--- src/rtl/axis_pkt_pkg.sv ---
// Shared types and helpers for the packet arbiter slice.
// Holds the arbiter state enum and a safe index-width function.
package axis_pkt_pkg;

  typedef enum logic {
    ARB_IDLE,
    ARB_PASS
  } arb_state_e;

  function automatic int idx_w(input int n);
    return (n < 2) ? 1 : $clog2(n);
  endfunction

endpackage

--- src/rtl/axis_rr_pkt_arbiter_pick.sv ---
// rr_pick: rotate-priority find-first, purely combinational.
// req: requests, ptr: start index -> gnt_idx: winner, gnt_any: any request.
module rr_pick
  import axis_pkt_pkg::*;
#(
  parameter  int N  = 4,
  localparam int IW = idx_w(N)
) (
  input  logic [N-1:0]  req,
  input  logic [IW-1:0] ptr,
  output logic [IW-1:0] gnt_idx,
  output logic          gnt_any
);

  int j;

  // Walk offsets from far to near so the nearest
  // requester at or after ptr is the last one kept.
  always_comb begin
    gnt_idx = '0;
    gnt_any = 1'b0;
    j       = 0;
    for (int i = N - 1; i >= 0; i--) begin
      j = int'(ptr) + i;
      if (j >= N) j = j - N;
      if (req[IW'(j)]) begin
        gnt_idx = IW'(j);
        gnt_any = 1'b1;
      end
    end
  end

endmodule

--- src/rtl/axis_rr_pkt_arbiter.sv ---
// Packet-granular round-robin arbiter merging N_IN streams into one.
// Ports: clk/rst_n, enable, s_* sources, m_* master, m_src, busy, pkt_done, trunc_err.
module axis_rr_pkt_arbiter
  import axis_pkt_pkg::*;
#(
  parameter  int N_IN          = 4,
  parameter  int DATA_W        = 32,
  parameter  int MAX_PKT_BEATS = 256,
  localparam int IDX_W         = idx_w(N_IN),
  localparam int CNT_W         = $clog2(MAX_PKT_BEATS + 1)
) (
  input  logic                   clk,
  input  logic                   rst_n,
  input  logic                   enable,
  input  logic [N_IN-1:0]        s_valid,
  output logic [N_IN-1:0]        s_ready,
  input  logic [N_IN*DATA_W-1:0] s_data,
  input  logic [N_IN-1:0]        s_last,
  output logic                   m_valid,
  input  logic                   m_ready,
  output logic [DATA_W-1:0]      m_data,
  output logic                   m_last,
  output logic [IDX_W-1:0]       m_src,
  output logic                   busy,
  output logic                   pkt_done,
  output logic                   trunc_err
);

  localparam logic [CNT_W-1:0] LIMIT = CNT_W'(MAX_PKT_BEATS - 1);
  localparam logic [IDX_W-1:0] TOP_IDX = IDX_W'(N_IN - 1);

  arb_state_e       state_q, state_d;
  logic [IDX_W-1:0] grant_q, grant_d;
  logic [IDX_W-1:0] rr_ptr_q, rr_ptr_d;
  logic [CNT_W-1:0] beat_cnt_q, beat_cnt_d;
  logic             pkt_done_q, pkt_done_d;
  logic             trunc_err_q, trunc_err_d;

  logic [IDX_W-1:0] pick_idx;
  logic             pick_any;
  logic             src_last;
  logic             fire;

  rr_pick #(
    .N(N_IN)
  ) u_pick (
    .req    (s_valid),
    .ptr    (rr_ptr_q),
    .gnt_idx(pick_idx),
    .gnt_any(pick_any)
  );

  always_comb begin
    state_d     = state_q;
    grant_d     = grant_q;
    rr_ptr_d    = rr_ptr_q;
    beat_cnt_d  = beat_cnt_q;
    pkt_done_d  = 1'b0;
    trunc_err_d = 1'b0;
    s_ready     = '0;
    m_valid     = 1'b0;
    m_data      = '0;
    m_last      = 1'b0;
    src_last    = 1'b0;
    fire        = 1'b0;
    unique case (state_q)
      ARB_IDLE: begin
        if (enable && pick_any) begin
          grant_d    = pick_idx;
          beat_cnt_d = '0;
          state_d    = ARB_PASS;
        end
      end
      ARB_PASS: begin
        m_valid          = s_valid[grant_q];
        m_data           = s_data[grant_q*DATA_W +: DATA_W];
        s_ready[grant_q] = m_ready;
        src_last         = s_last[grant_q];
        // The beat that reaches the limit is forced last.
        m_last           = src_last || (beat_cnt_q == LIMIT);
        fire             = m_valid && m_ready;
        if (fire) begin
          beat_cnt_d = beat_cnt_q + 1'b1;
          if (m_last) begin
            state_d     = ARB_IDLE;
            rr_ptr_d    = (grant_q == TOP_IDX) ? '0 : grant_q + 1'b1;
            pkt_done_d  = 1'b1;
            trunc_err_d = !src_last;
          end
        end
      end
      default: state_d = ARB_IDLE;
    endcase
  end

  always_ff @(posedge clk or negedge rst_n) begin
    if (!rst_n) begin
      state_q     <= ARB_IDLE;
      grant_q     <= '0;
      rr_ptr_q    <= '0;
      beat_cnt_q  <= '0;
      pkt_done_q  <= 1'b0;
      trunc_err_q <= 1'b0;
    end else begin
      state_q     <= state_d;
      grant_q     <= grant_d;
      rr_ptr_q    <= rr_ptr_d;
      beat_cnt_q  <= beat_cnt_d;
      pkt_done_q  <= pkt_done_d;
      trunc_err_q <= trunc_err_d;
    end
  end

  assign m_src     = grant_q;
  assign busy      = (state_q == ARB_PASS);
  assign pkt_done  = pkt_done_q;
  assign trunc_err = trunc_err_q;

endmodule

--- config.mk ---
export PLATFORM = sky130hd
export DESIGN_NAME = axis_rr_pkt_arbiter
export DESIGN_NICKNAME = d
export VERILOG_FILES = /design/src/rtl/axis_pkt_pkg.sv /design/src/rtl/axis_rr_pkt_arbiter_pick.sv /design/src/rtl/axis_rr_pkt_arbiter.sv
export SDC_FILE = /design/constraint.sdc
export NUM_CORES = 1
export LEC_CHECK = 0
export CAP_MARGIN = 20
export CORE_MARGIN = 2
export CORE_UTILIZATION = 32
export CTS_BUF_LIST = sky130_fd_sc_hd__clkbuf_4
export DETAILED_ROUTE_END_ITERATION = 16
export PLACE_DENSITY = 0.82
export SLEW_MARGIN = 20
export SYNTH_ARGS = -nofsm -noshare
export SYNTH_HDL_FRONTEND = slang
export SYNTH_SLANG_ARGS = --single-unit
--- constraint.sdc ---
create_clock -name clk -period 2.2 [get_ports clk]
set_input_delay 0.44 -clock clk [delete_from_list [all_inputs] [get_ports clk]]
set_output_delay 0.44 -clock clk [all_outputs]
set_load 0.05 [all_outputs]
==> results.md, run 1 <==
* Met1 Track Usage GR at roughly 27%
* Die area at 7053 um^2
* R2R Path Start: m_src[0]$_DFFE_PN0P_
* First-pass GRT wire length at about 14000 um
* DRT antenna net count at 0
* Crit path kind: reg -> out
* Reg-to-Reg End: beat_cnt_q[4]$_DFFE_PN0P_
* Failing checks: negative setup slack
* # rows at 29
* Worst slack at placement at -34.03 ps
* FMAX at between 0.4 and 0.5 GHz
* Buffer levels on the longest clock path at 2
* Largest net degree at the start of global routing at 29
* Synthesized area at between 2000 and 2500 um^2
* Status: finished, violations left
* Vias/cell at 5.324
* Relative slew slack at about two thirds
* Met3 Use GR at ~4.5%
* Die width at 83.98 um
* DRT iter0 DRCs at 62
* Post-route setup TNS at -3618 ps
* Initial antenna violation count at 0
* Post-Syn Instances at 182
* Commonest non-fill, non-tap cells in the layout: clkdlybuf4s50_1, and2_4, mux4_2, buf_8, buf_4
* Nets at around 530
* Most Crowded Layer GR: met2
* CTS tree: built
* Final hold violation count at 0
* Fin area at approximately 4600 um^2
* Worst Hold Class: in -> async
* Worst path required time at about 1800 ps
* Register bit total from synthesis at 16
* Ys flop type: dfrtp_1
* PnR worst setup slack at -208.8 ps
* Htree depth at 1
* Worst setup endpoint: m_last
* DP Cell Count at between 400 and 500
* WHS at around 390 ps
* IO Pins at approximately 180
* Die H at ~84 um
* GP Congestion at 0.9315
* TritonCTS Buffers at 3
* R2r setup slk at around 160 ps
* Crit Path Max Fanout at 3
* Number of cells on the worst reg-to-reg path at 7
* Netlist cell types at 37
* Via count at around 2500
* Post-synthesis sequential area ratio at between 10% and 20%
* EDFF count, synth at 0
* Crit path DAT at around 2000 ps
* Leakage Power at a little under 2 nW
* Ant. Diodes at 0
* Hpwl dp at ~7100 um
* Total global routing track utilization at 25.26%
* Net count after synthesis at around 330
* Mean area per synthesized cell at approximately 11 um^2
* Met2 Use GR at between 40% and 50%
* Placed cell area at just over 4000 um^2
* Clock slew at reported path FFs at approximately 100 ps
* DRC viols at 0
* Pins Over Slew Limit at 0
* DR pass1 iterations at 4
* Core Area at roughly 6300 um^2
* Startpoint Class: register
* Number of global-route vias before repair at around 2600
* Clk root buf: clkbuf_4
* DRT Wirelength at ~10000 um
* Pwr dens at roughly 1500 nW/um^2
* Clock Skews at roughly 15 ps
* Layout area overhead at 125.7%
* Gr ovfl total at 0
* Max-cap violation count at 0
* Fin cells at between 400 and 500
* Tcrit/Tclk final at 109.5%
* Actual slew at the worst max-slew pin at around 500 ps
* Sink Count at 16
* Period minus WS final at between 2000 and 2500 ps
* Peak VDD IR at roughly 1700 uV
* Worst Setup End Kind: primary output
* RSZ-0062 raised after global routing: yes
* Synth warn at 0
* WL/cell at 22.17 um
* Initial Util at 32.61%
* Buffers on Ports at around 180
* CP startpoint: beat_cnt_q[0]$_DFFE_PN0P_
* Most common cell after layout, fill and taps aside: clkdlybuf4s50_1
* Clock latency on the worst-skew pair at slightly below 300 ps
* Post-synthesis async set-or-reset flop share at 100.0%
* Share of layout cells above drive strength 1 at between 40% and 50%
* Final setup vio count at 34
logic make-up after synthesis:
family | Yosys count | synth area share, %
AOI/OAI and AO/OA | 23 | 9.352
adders and majority gates | 6 | 3.667
buffers and inverters | 20 | 5.501
DFF | 16 | 19.56
muxes | 39 | 39.61
and+or+nand+nor | 78 | 22.31
final cells by class:
| class | instances | area, um^2 |
|---|---|---|
| well taps | 77 | 96.34 |
| multi-input cells | 146 | 1668 |
| repair buffers | 214 | 2404 |
| inverters | 6 | 22.52 |
| clock buffers | 3 | 22.52 |
| clock inverters | 1 | 3.754 |
| fillers | 407 | 1658 |
| flip-flops and latches | 16 | 402.9 |
power by group:
part	internal [mW]	leakage, nW	switching [mW]
clock	0.0659	0.0154	0.0952
combinational	3.07	1.73	3.09
sequential	0.377	0.206	0.112
timing repair:
item / 4_1_cts / 5_1_grt
endpoints found under the setup margin: 33 / 36
buffers inserted: 6 / 4
pin swaps: 11 / 4
hold buffers: 0 / 0
gates resized for setup: 66 / 52
cloned: 4 / 0
worst min path at each step:
stage	cells past startpoint	endpoint	slack, ps	from
2_1_floorplan	0	beat_cnt_q[0]$_DFFE_PN0P_	140	rst_n
3_3_place_gp	1	beat_cnt_q[8]$_DFFE_PN0P_	470	beat_cnt_q[8]$_DFFE_PN0P_
3_5_place_dp	1	beat_cnt_q[8]$_DFFE_PN0P_	510	beat_cnt_q[8]$_DFFE_PN0P_
4_1_cts	1	busy$_DFF_PN0_	400	rst_n
5_1_grt	1	busy$_DFF_PN0_	400	rst_n
6_report	1	busy$_DFF_PN0_	390	rst_n
worst max-delay path, cell delays in order, from the launching register on:
cell and delay (ps):
dfrtp_1 380, ha_2 200, nand3_2 80, or2_4 250
nor2_4 100, ha_4 140, nor2b_2 40, a22oi_2 190
and2_4 180, buf_12 130
metrics by stage:
step | power [mW] | util, %
global placement | 5.203 | 65.08
detailed placement | 5.264 | 65.08
floorplan | 3.741 | -
global route | 7.053 | 73.59
CTS | 6.303 | 71.34
finish | 6.803 | 73.59
registers in the layout, indices dropped and copies added, names as in the netlist:
signal and flops:
rr_ptr_q 2, busy 1, pkt_done 1, beat_cnt_q 9, trunc_err 1, m_src 2
layer usage:
| metal | vias up | part of all wire, % |
|---|---|---|
| met1 | 1202 | 35 |
| met2 | 128 | 56 |
| met3 | 26 | 5.5 |
| met5 | - | 0 |
| met4 | 0 | 3.2 |
| li1 | 1109 | - |
synth_stat cells (2+ instances only):
library cell	instances	area [um^2]
and2_1	34	212.7
mux4_2	32	720.7
dfrtp_1	16	400.4
and3_1	8	50.05
nand2_1	8	30.03
clkbuf_1	7	26.28
ha_1	6	75.07
inv_1	6	22.52
nor2_1	6	22.52
a211o_1	5	43.79
nor3_1	5	25.02
a21oi_1	4	20.02
buf_4	4	30.03
mux2_4	4	60.06
nand3_1	4	20.02
buf_6	3	33.78
mux2i_1	3	30.03
nand2b_1	3	18.77
a22oi_2	2	25.02
and3_2	2	15.01
nor3b_1	2	15.01
o21a_1	2	15.01
o21ai_0	2	10.01
No activity file was read; power rests on OpenSTA's default activity.
==> inputs of run 2 (changes only) <==
--- a/config.mk
+++ b/config.mk
@@ -11,7 +11,8 @@
 export CTS_BUF_LIST = sky130_fd_sc_hd__clkbuf_4
 export DETAILED_ROUTE_END_ITERATION = 16
 export PLACE_DENSITY = 0.82
-export SLEW_MARGIN = 20
+export REMOVE_ABC_BUFFERS = 1
+export SLEW_MARGIN = 15
 export SYNTH_ARGS = -nofsm -noshare
 export SYNTH_HDL_FRONTEND = slang
 export SYNTH_SLANG_ARGS = --single-unit
==> run 2 against run 1 <==
  * The run still ends with negative setup slack left
  * Sequential power down 2%
  * Utilization fell by 1.1 points
  * Via count grew 3.1%
  * Cell area is 1.5% lower
  * Register-to-register slack better by 20 ps
  * Global-route usage is 1.9 points higher
  * Combinational power decreased by 5.2%
  * Largest cell class unchanged
==> results.md, run 2 (same netlist as run 1, synthesis figures left out) <==
* Status: finished, violations left
* Failing checks: negative setup slack
* Worst Hold Class: in -> async
* Final hold violation count at 0 (unchanged)
* Post-route setup TNS at -2374 ps (+1244 ps)
* Sink Count at 16 (unchanged)
* Clock Skews at 7.868 ps (-6.640 ps)
* Tcrit/Tclk final at 109.4% (about the same)
* Commonest non-fill, non-tap cells in the layout: clkdlybuf4s50_1, mux4_2, buf_6, and2_4, buf_4
* Footprint of the multi-input gates at 1655 um^2 (-0.75%)
* Largest net degree at the start of global routing at 31 (+6.9%)
* Initial Util at 32.61% (unchanged)
* Vias/cell at 5.432 (+2.0%)
* WL/cell at 21.75 um (-1.9%)
* PnR worst setup slack at -206.5 ps (+2.303 ps)
* DR pass1 iterations at 4 (unchanged)
* Clk root buf: clkbuf_4
* Crit path DAT at 1970 ps (about the same)
* Max reg flops at 9 (unchanged)
* Crit path max-delay cell type: dfrtp_1
* Relative slew slack at 64.67% (-1.7 points)
* DRC viols at 0 (unchanged)
* Crit Path Max Fanout at 3 (unchanged)
* Share of layout cells above drive strength 1 at 42.71% (+0.48 points)
* Layout area overhead at 122.3%
* Total global routing track utilization at 27.12% (+1.9 points)
* Htree depth at 1 (unchanged)
* Delay-heaviest family, CP: simple AND/OR/NAND/NOR gates
* FMAX at 0.4155 GHz (about the same)
* Sequential cell area at 402.9 um^2 (unchanged)
* Worst Setup End Kind: primary output
* Die H at 83.98 um (unchanged)
* Die width at 83.98 um (unchanged)
* CP bufs+invs at 1 (unchanged)
* Via count at 2542 (+3.1%)
* Peak VDD IR at 1079 uV (-35%)
* RSZ-0062 raised after global routing: yes
* Buffer levels on the longest clock path at 2 (unchanged)
* DRT antenna net count at 0 (unchanged)
* Startpoint Class: register
* Number of hold buffers added after CTS at 0 (unchanged)
* Most Crowded Layer GR: met2
* First-pass GRT wire length at 14700 um (+5.9%)
* Most flops, register: beat_cnt_q
* Ant. Diodes at 0 (unchanged)
* Die area at 7053 um^2 (unchanged)
* Clock slew at reported path FFs at 100 ps (about the same)
* Core Area at 6277 um^2 (unchanged)
* Nets at 538 (+0.94%)
* Fillers at 410 (+0.74%)
* Final Util at 72.49% (-1.1 points)
* Worst-path cell chain: ha_2, nand3_2, or2_4, nor2_4, ha_4, nor2b_2, a22oi_2, and2_4, buf_12
* Met2 Use GR at 50.04% (+0.15 points)
* GP Congestion at 0.8623 (-7.4%)
* Max-cap violation count at 0 (unchanged)
* Worst path required time at 1760 ps (about the same)
* Clock latency on the worst-skew pair at 300 ps (about the same)
* Number of global-route vias before repair at 2682 (+4.4%)
* Crit path kind: reg -> out
* Actual slew at the worst max-slew pin at 528.3 ps (+24.88 ps)
* # rows at 29 (unchanged)
* Pwr dens at 1422 nW/um^2 (-3.4%)
* Slowest Stage Delay on Critical Path at 370 ps (about the same)
* DRT Wirelength at 10180 um (-0.82%)
* Initial antenna violation count at 0 (unchanged)
* DRT iter0 DRCs at 92 (+48%)
* Met3 Use GR at 5.539% (+1.1 points)
* Final setup vio count at 37 (+8.8%)
* Pins Over Slew Limit at 0 (unchanged)
* Period minus WS final at 2406 ps (-2.303 ps)
* WHS at 431.4 ps (+44.49 ps)
* Buffers on Ports at 182 (unchanged)
* Leakage Power at 1.931 nW (-1.0%)
* IO Pins at 183 (unchanged)
* TritonCTS Buffers at 3 (unchanged)
* Most common cell after layout, fill and taps aside: clkdlybuf4s50_1
* Met1 Track Usage GR at 29.80% (+2.5 points)
* Gr ovfl total at 0 (unchanged)
* CTS tree: built
* Hpwl dp at 7255 um (+2.6%)
-- run 2: report_power, final --
part           switching (mW)  internal (mW)  leakage, nW
clock network          0.0961         0.0661       0.0154
registers               0.101          0.377        0.206
logic                    3.00           2.83         1.71
-- run 2: layer usage --
layer / up-vias / part of all wire (%)
li1: 1125 / -
met1: 1248 / 34
met2: 130 / 54
met3: 39 / 6.0
met4: 0 / 5.6
met5: - / 0
-- run 2: final cells by class --
class	count	area share (%)
tap	77	2.117
sequential	16	8.853
clock inverter	1	0.08249
inverter	6	0.4949
multi-input combinational	146	36.38
clock buffer	3	0.4949
timing repair buffer	219	51.58
-- run 2: metrics by stage --
stage               instance area (um^2)  instances  setup slack (ps)  power (mW)
floorplan                           1957        168             -1824       3.526
global placement                    4030        446            -21.68       5.121
detailed placement                  4030        446            -83.37       5.170
CTS                                 4444        465            -197.7       6.218
global route                        4551        468            -300.1       6.727
finish                              4551        468            -206.5       6.473
-- run 2: final timing paths --
path,startpoint,end,slack [ps],cells past startpoint
max,beat_cnt_q[1]$_DFFE_PN0P_,m_last,-210,9
min,rst_n,pkt_done$_DFF_PN0_,430,1
max reg2reg,m_src[0]$_DFFE_PN0P_,rr_ptr_q[0]$_DFFE_PN0P_,180,7
min reg2reg,beat_cnt_q[8]$_DFFE_PN0P_,beat_cnt_q[8]$_DFFE_PN0P_,500,1
max in group asynchronous,rst_n,beat_cnt_q[2]$_DFFE_PN0P_,1280,2
min in group clk,beat_cnt_q[8]$_DFFE_PN0P_,beat_cnt_q[8]$_DFFE_PN0P_,500,1
-- run 2: what timing repair did --
action                     in CTS  in global routing
cloned                          2                  1
resized for setup              66                 33
setup endpoints to repair      32                 38
setup buffers                  13                  6
pin swaps                       6                  3
==> RTL change (config.mk and constraints of run 1) <==
`N_IN`: 4 -> 8.
--- a/src/rtl/axis_rr_pkt_arbiter.sv
+++ b/src/rtl/axis_rr_pkt_arbiter.sv
@@ -3,7 +3,7 @@
 module axis_rr_pkt_arbiter
   import axis_pkt_pkg::*;
 #(
-  parameter  int N_IN          = 4,
+  parameter  int N_IN          = 8,
   parameter  int DATA_W        = 32,
   parameter  int MAX_PKT_BEATS = 256,
   localparam int IDX_W         = idx_w(N_IN),
Ports: changed (5 resized); port bits go from 183 to 324. The function was not compared with the original's and may differ.
==> RTL change against run 1 <==
  * The flow still finishes with violations (negative setup slack)
  * Maximum frequency shrank 11%
  * Register-to-register slack worse by 580 ps
  * Sequential power is 29% higher
  * First-iteration DRC count rose to 12 times the old value
  * Sequential cell count grew 2
  * Cell area grew 120%
  * Via count is 150% higher
  * Wire length rose to 3.0 times the old value
  * Global-route usage up 15 points
  * Total power grew to 2.5 times the old value
  * Worst setup slack worse by 300 ps
  * Synthesized cell count is 110% higher
  * Synthesized area is 100% higher
==> RTL change: results (changes against run 1) <==
## Cells and area
- **post-route insts no fill** 967, was 463
- **Layout fillers** 648, was 407
- **number of flip-flops under the largest register name** 9, unchanged
- **register bank with the most flops** beat_cnt_q, unchanged
- **share of cells above drive strength 1** 47.9%, was 42.2%
- **Total Nets Final** 1,070, was 533

## Routing
- **via count** 6,146, was 2,465
- **Post-DRT Antenna Nets** 0, unchanged
- **final wirelength** 31.3 mm, was 10.3 mm
- **DRC errors left** 0, unchanged
- **DR pass1 iterations** 5, was 4
- **number of DRC violations after detailed-routing iteration 0** 774, was 62

## Logic synthesis
- **top area cells in the synthesized netlist** mux4_2 43%, dfrtp_1 11%, mux2i_1 11%, was mux4_2 35%, dfrtp_1 20%, and2_1 10%
- **fraction of the yosys area taken by sequential cells** 11.0%, was 19.6%
- **list of most frequent post-synthesis cells** 79 x mux4_2, 52 x nor2_1, 44 x mux2i_1, was 34 x and2_1, 32 x mux4_2, 16 x dfrtp_1
- **Warnings, synthesis** 0, unchanged
- **number of distinct library cell variants in the gate-level netlist after synthesis** 55, was 37
- **most frequently used flop master after synthesis** dfrtp_1, unchanged
- **number of cells produced by synthesis** 382, was 182
- **async set-or-reset flop fraction in the synthesized netlist** 100%, unchanged
- **Synthesized Nets** 664, was 328

## Global route
- **antenna violations before repair** 16, was 0
- **via count of the first global-routing pass** 5,895, was 2,569
- **pin count of the biggest net entering global routing** 32, was 29
- **GRT Overall Usage** 39.9%, was 25.3%
- **wire length of the first global-routing pass** 39.2 mm, was 13.9 mm

## Timing
- **Worst Max-Slew Pin Slew** 580 ps, was 503 ps
- **setup total negative slack** -16,200 ps, was -3620 ps
- **final setup violating endpoints** 53, was 34
- **Worst Skew** 2.93 ps, was 14.5 ps
- **final critical-path setup slack** -512 ps, was -209 ps

## Place
- **weighted congestion reported at the end of routability-driven placement** 1.04, was 0.932
- **Placed Instances** 911, was 447
- **number of input and output port buffers inserted** 323, was 182
- **detailed-placement wirelength estimate** 21.4 mm, was 7.07 mm

## Pwr
- **IR Drop Worst-Case VDD** 0.891 mV, was 1.67 mV
- **P_leak** 3.80 nW, was 1.95 nW

## Run status
- **violated checks** negative setup slack, unchanged
- **result of the run** finished with violations, unchanged

## Critical path
- **data arrival time of the worst path** 2270 ps, was 1970 ps
- **worst-path fanout max** 5, was 3

## Clock network
- **Inserted Clock Buffers** 3, unchanged
- **clock edge transition at the registers on the reported setup and hold paths** 110 ps
- **Clk Tree Root Cell** clkbuf_4, unchanged
- **H-tree level count** 1, unchanged
- **maximum clock path buffer count** 2, unchanged
- **clock latency on the worst-skew pair** 310 ps, was 290 ps

## Min path
- **path type of the worst min-delay path** in2async, unchanged

## RTL change: changes by cell type in the layout (fill, tap and decap cells not counted), sizes merged, moves of 6 or more
cell / run 1 / this run
mux2: 4 / 11
o21ai: 2 / 16
mux4: 32 / 82
mux2i: 3 / 44
and2: 34 / 2
a31oi: 0 / 6
nor2: 6 / 53
clkdlybuf4s50: 141 / 268
nand2: 9 / 18
diode: 0 / 8
buf: 73 / 159
dlygate4sd2: 0 / 10
## RTL change: layout make-up
type                    instances  area [um^2]  area share (%)
repair buffers                442         4920            49.2
multi-input cells             313         4310            43.1
flip-flops and latches         18          462            4.62
well taps                     172          215            2.15
inverters                      10         47.5           0.475
clock buffers                   3         22.5           0.225
diodes                          8         20.0           0.200
clock inverters                 1         3.75          0.0375
## RTL change: where the power goes
group	switching, W	leakage (nW)	internal (W)
clock	0.000120	0.0154	0.0000665
sequential	0.000185	0.227	0.000446
combinational	0.00803	3.56	0.00838
## RTL change: per-stage QoR
step,area [um^2],setup WS [ps],hold slack [ps],power (W)
2_1_floorplan,4500,-591,144,0.00830
3_3_place_gp,8780,-633,463,0.0134
3_5_place_dp,8780,-701,479,0.0136
4_1_cts,9490,-315,462,0.0155
5_1_grt,9980,-527,480,0.0178
6_report,10000,-512,468,0.0172
## RTL change: worst max-delay path, cell delays in order, from the launching register on
cell and delay (ps):
dfrtp_4 500, buf_8 160, buf_16 130, mux4_2 570, mux2i_4 350, nor2_4 70, buf_12 160
## RTL change: path summary, 6_finish.rpt
kind | startpoint | to | slack [ps] | cells past startpoint
worst max-delay path | m_src[0] | m_data[10] | -510 | 6
worst min-delay path | rst_n | m_src[0] | 470 | 2
worst max register to register | rr_ptr_q[0] | beat_cnt_q[1] | -420 | 8
worst min register to register | beat_cnt_q[3] | beat_cnt_q[3] | 540 | 1
min in group clk | beat_cnt_q[3] | beat_cnt_q[3] | 540 | 1
max in group asynchronous | rst_n | m_src[2] | 1510 | 2
## RTL change: what timing repair did
item / 4_1_cts / 5_1_grt
pin swaps: 19 / 13
buffers inserted: 30 / 7
gates cloned: 4 / 4
setup endpoints to repair: 51 / 53
resized for setup: 98 / 54
hold buffers: 0 / 0
## RTL change: cells by family after synthesis
logic type | count (synthesis) | synth area share (%)
buffers and inverters | 51 | 5.25
AO/OA/AOI/OAI | 51 | 8.42
adder cells (fa/ha/maj) | 6 | 1.83
flip-flops | 18 | 11.0
multiplexers | 137 | 59.1
XOR/XNOR | 4 | 0.855
AND/OR/NAND/NOR | 115 | 13.6
## RTL change: metal layers
layer	vias up	wire length [um]	GRT usage [%]
li1	2375	-	-
met1	2941	10000	49.8
met2	667	14100	63.0
met3	157	5500	18.6
met4	6	1530	10.0
met5	-	54	0
